$ cat src/rtl/vram_arb_pkg.sv
`default_nettype none
// ============================================================================
// Module      : vram_arb_pkg
// Description : Shared types and helpers for the VRAM scanout/CPU arbiter.
// Revision    : 1.0 - initial release
// ============================================================================
package vram_arb_pkg;

    typedef enum logic [1:0] {
        RD_NONE = 2'd0,
        RD_DISP = 2'd1,
        RD_CPU  = 2'd2
    } rd_owner_t;

    // Smallest n with 2**n >= scale; scale is limited to 1..8.
    function automatic int scale_log2(input int scale);
        int n;
        n = 0;
        for (int i = 0; i < 4; i++) begin
            if ((1 << i) < scale) begin
                n = i + 1;
            end
        end
        return n;
    endfunction

endpackage
`default_nettype wire

$ cat src/rtl/vram_scan_arbiter.sv
`default_nettype none
// ============================================================================
// Module      : vram_scan_arbiter
// Description : Single-port VRAM arbiter; display fetch has priority, CPU
//               takes every remaining slot. Scanout pixels replicated SCALE x.
// Revision    : 1.0 - initial release
// ============================================================================
module vram_scan_arbiter
    import vram_arb_pkg::*;
#(
    parameter int ADDRW  = 16,
    parameter int DATAW  = 8,
    parameter int SCALE  = 4,
    parameter int FB_W   = 160,
    parameter int LINE   = 799,
    parameter int SCREEN = 524,
    parameter int VA_END = 479
) (
    input  logic             clk_pix,
    input  logic             rst_pix_n,
    input  logic [9:0]       sx,
    input  logic [9:0]       sy,
    input  logic             de,
    output logic [ADDRW-1:0] mem_addr,
    output logic             mem_we,
    output logic [DATAW-1:0] mem_wdata,
    input  logic [DATAW-1:0] mem_rdata,
    input  logic             cpu_valid,
    output logic             cpu_ready,
    input  logic             cpu_we,
    input  logic [ADDRW-1:0] cpu_addr,
    input  logic [DATAW-1:0] cpu_wdata,
    output logic [DATAW-1:0] cpu_rdata,
    output logic             cpu_rvalid,
    output logic [DATAW-1:0] pix_data,
    output logic             pix_de
);

    localparam int               c_SCALE_LOG2 = scale_log2(SCALE);
    localparam logic [9:0]       c_SUB_MASK   = 10'(SCALE - 1);
    localparam logic [9:0]       c_LINE       = 10'(LINE);
    localparam logic [9:0]       c_SCREEN     = 10'(SCREEN);
    localparam logic [9:0]       c_VA_END     = 10'(VA_END);
    localparam logic [ADDRW-1:0] c_FB_W       = ADDRW'(FB_W);

    logic             w_disp_slot;
    logic             w_cpu_grant;
    logic [ADDRW-1:0] w_disp_addr;
    logic [ADDRW-1:0] r_row_base;
    logic             r_de_d1;
    rd_owner_t        r_rd_owner;
    rd_owner_t        w_rd_owner_nxt;

    // Masking rather than slicing keeps SCALE = 1 legal (no zero-width slice).
    assign w_disp_slot = de && ((sx & c_SUB_MASK) == 10'd0);
    assign w_disp_addr = r_row_base + ADDRW'(sx >> c_SCALE_LOG2);

    assign cpu_ready   = rst_pix_n && !w_disp_slot;
    assign w_cpu_grant = cpu_valid && cpu_ready;

    assign mem_addr    = w_disp_slot ? w_disp_addr : cpu_addr;
    assign mem_we      = w_cpu_grant && cpu_we;
    assign mem_wdata   = cpu_wdata;

    // Read-return owner: tags the word arriving on mem_rdata next cycle.
    always_ff @(posedge clk_pix) begin
        if (!rst_pix_n) begin
            r_rd_owner <= RD_NONE;
        end else begin
            r_rd_owner <= w_rd_owner_nxt;
        end
    end

    always_comb begin
        w_rd_owner_nxt = RD_NONE;
        if (w_disp_slot) begin
            w_rd_owner_nxt = RD_DISP;
        end else if (w_cpu_grant && !cpu_we) begin
            w_rd_owner_nxt = RD_CPU;
        end
    end

    // Advance one framebuffer row after every SCALE active display lines.
    always_ff @(posedge clk_pix) begin
        if (!rst_pix_n) begin
            r_row_base <= '0;
        end else if (sx == c_LINE) begin
            if (sy == c_SCREEN) begin
                r_row_base <= '0;
            end else if ((sy <= c_VA_END) && ((sy & c_SUB_MASK) == c_SUB_MASK)) begin
                r_row_base <= r_row_base + c_FB_W;
            end
        end
    end

    // pix_data holds between fetches for replication and blanks with pix_de.
    always_ff @(posedge clk_pix) begin
        if (!rst_pix_n) begin
            r_de_d1  <= 1'b0;
            pix_de   <= 1'b0;
            pix_data <= '0;
        end else begin
            r_de_d1 <= de;
            pix_de  <= r_de_d1;
            if (r_rd_owner == RD_DISP) begin
                pix_data <= mem_rdata;
            end else if (!r_de_d1) begin
                pix_data <= '0;
            end
        end
    end

    always_ff @(posedge clk_pix) begin
        if (!rst_pix_n) begin
            cpu_rvalid <= 1'b0;
            cpu_rdata  <= '0;
        end else begin
            cpu_rvalid <= (r_rd_owner == RD_CPU);
            if (r_rd_owner == RD_CPU) begin
                cpu_rdata <= mem_rdata;
            end
        end
    end

endmodule
`default_nettype wire

$ cat config.mk
export PLATFORM = sky130hd
export DESIGN_NAME = vram_scan_arbiter
export DESIGN_NICKNAME = d
export VERILOG_FILES = /design/src/rtl/vram_arb_pkg.sv /design/src/rtl/vram_scan_arbiter.sv
export SDC_FILE = /design/constraint.sdc
export NUM_CORES = 1
export LEC_CHECK = 0
export ABC_AREA = 1
export CELL_PAD_IN_SITES_DETAIL_PLACEMENT = 0
export CELL_PAD_IN_SITES_GLOBAL_PLACEMENT = 2
export CORE_ASPECT_RATIO = 1.4
export CORE_MARGIN = 10
export CORE_UTILIZATION = 17
export DETAILED_ROUTE_END_ITERATION = 7
export PLACE_DENSITY = 0.85
export SLEW_MARGIN = 20
export SYNTH_ARGS = -nofsm -noshare
export SYNTH_HDL_FRONTEND = slang
export SYNTH_SLANG_ARGS = --single-unit
$ cat constraint.sdc
create_clock -name clk_pix -period 1.55 [get_ports clk_pix]
set_clock_uncertainty 0.2 [all_clocks]
set_input_delay 0.2325 -clock clk_pix [delete_from_list [all_inputs] [get_ports clk_pix]]
set_output_delay 0.2325 -clock clk_pix [all_outputs]
set_load 0.05 [all_outputs]
==> results.toml <==
[cells_and_area]
fin_util = 0.389
nFillCells = 1164
design_area_um2 = 4600
nets = 536
syn_to_final_growth_pct = 125
fin_cells = 624
layout_common_cells = "nand2_1, buf_4, nor2_1, buf_12, clkdlybuf4s50_1"
multiInputGateArea_um2 = 1680
final_common_cell = "nand2_1"
drive_above_1_share = 0.431
register_area_um2 = 653

[logic_synthesis]
synth_nets = 401
synth_seq_area_share = 0.313
synth_top_area_share = 0.313
yosysTopAreaCell = "dfxtp_1"
synth_seq_cells = 32
synth_cells = 340
synth_cell_type_count = 27
avgSynthCellArea_um2 = 6.02
synthTopCellsByArea = "dfxtp_1, nand2_1, nand3_1"
synth_area_um2 = 2050
yosys_warnings = 0

[setup_path]
critical_path_class = "reg2out"
r2r_setup_slack_ns = -0.03
worst-path-max-fanout = 4
critPathArrivalTime_ns = 1.79
end_kind = "output pin"
cp.required_ns = 1.12
cp-start-kind = "flip-flop"

[power]
peakVddDrop_v = 0.000336
clkPwrFrac = 0.422
pwr-share-comb = 0.274
p_switching_mw = 0.750
seq_power_share = 0.304
power.density_nw_per_um2 = 613
intPower_mw = 2.07
p_leak_nw = 2.04
switching_share = 0.266

[clocking]
cts_max_level = 2
cts_root_buf = "clkbuf_16"
clk-insertion-delay-late_ns = 0.28
clockBufferDepth = 2
cts_buffers = 5
clk_pin_slew_ns = 0.06
clkSinkCount = 32
cts_tree = "done"

[floorplan]
die_area_um2 = 16900
start_util = 0.173
die_h_um = 150
design.core.area_um2 = 11800
row_count = 47
io_pins = 101
die_w_um = 113

[sta]
relSlewSlack = 0.789
fin_ws_ns = -0.672
period_share = 1.43
timing.setup.tns_ns = -6.22
maxSlewViolCount = 0
max_freq_mhz = 450
finalSetupViolCount = 13
final_hold_viol_count = 0
rsz0062_at_grt = "true"
min_period_ns = 2.22
tightest_slew_ns = 0.316

[place]
dp_hpwl_um = 6820
port_buffers = 84
routabilityCongestion = 0.752
placed_cells = 599
place_area_um2 = 3890

[global_route]
grt_pass1_vias = 2660
grt-ovfl-total = 0
antenna_found_initial = 1
grtUsageTotal = 0.0966
grt_max_degree = 15
grt_pass1_wl_um = 13200

[outcome]
violations = "negative setup slack"
status = "finished with violations"

[hold_path]
hold_path.class = "in2reg"

[detailed_routing]
num_vias = 2609
drcViolationCount = 0
routedWlPerCell_um = 13.5
vias_per_cell = 4.18
drt_iter0_drc = 108
ant_nets = 0
wl_um = 8420
dr.pass1.iters = 4

[job]
max_cap_violations = 0
cells in the mapped netlist:
cell type,count
nand2_1,100
a21oi_1,17
inv_1,40
nor2_1,46
a31oi_1,1
xnor2_1,1
clkinv_1,2
nand3b_1,1
dfxtp_1,32
a21o_1,1
o21ai_1,2
o21ai_2,1
clkbuf_1,4
nand4_1,3
o31ai_1,1
nor2_2,5
buf_4,10
nand3_1,35
nor2b_1,1
nand3_2,1
o21ai_0,17
nand2_2,7
buf_2,2
nor2_4,2
buf_1,1
ha_1,4
inv_2,3
final timing paths:
check,startpoint,to,cells past startpoint
min,de,r_de_d1,4
max,r_row_base[6],mem_addr[15],7
min reg2reg,r_row_base[13],r_row_base[13],2
max reg2reg,r_row_base[6],r_row_base[9],10
cell type report:
cell class                 instances  area share
multi-input combinational        246       0.366
tap                              147      0.0400
clock buffer                       7      0.0332
timing repair inverter             1     0.00191
sequential                        32       0.142
antenna                            1    0.000544
inverter                          45      0.0386
timing repair buffer             144       0.372
clock inverter                     1     0.00653
routing by layer:
layer,GRT usage,routed length [um],vias to the layer above
met2,0.189,4610,60
met1,0.0938,3200,1204
met4,0.0223,92,0
met3,0.0325,524,11
met5,0,0,-
li1,-,-,1334
power by group through the flow:
stage / registers [mW] / logic (mW) / clock network [mW]
after floorplan: 0.916 / 0.327 / 0
after global placement: 0.879 / 0.735 / 0
after detailed placement: 0.880 / 0.738 / 0
after CTS: 0.859 / 0.772 / 1.22
after global routing: 0.858 / 0.813 / 1.25
final: 0.857 / 0.772 / 1.19
sequential cells by signal, summed over array words and instances, names as in the netlist:
signal      cells
pix_de          1
r_rd_owner      2
r_de_d1         1
cpu_rdata       8
r_row_base     11
pix_data        8
cpu_rvalid      1
through the flow:
stage	setup WS [ns]	hold WS [ns]	total power [mW]
floorplan	-0.343	0.105	1.24
global placement	-0.792	0.255	1.61
detailed placement	-0.837	0.265	1.62
CTS	-0.705	0.0762	2.85
global route	-0.723	0.0804	2.92
finish	-0.672	0.0730	2.82
kinds of logic (layout without fill, tap and decap cells):
family          after synthesis  count (layout)  synth area share
simple gates                201             201             0.422
buf+inv                      62             198             0.133
compound gates               40              40             0.103
flops                        32              32             0.313
fa+ha+maj                     4               4            0.0245
xor+xnor                      1               1           0.00428
other cells                   0               1                 0
what timing repair did:
action,in CTS,in global routing
pin swaps,28,26
buffers inserted,4,12
setup endpoints to repair,29,25
gates cloned,2,0
hold buffers,0,0
gates resized for setup,75,53
critical path, stage by stage (launching register included):
cell and delay, ns:
dfxtp_4 0.36, ha_4 0.24, a21o_4 0.23, buf_4 0.14, nand3_4 0.09, nand3_4 0.07, a31oi_4 0.21, buf_12 0.16
No activity file was read; power rests on OpenSTA's default activity.
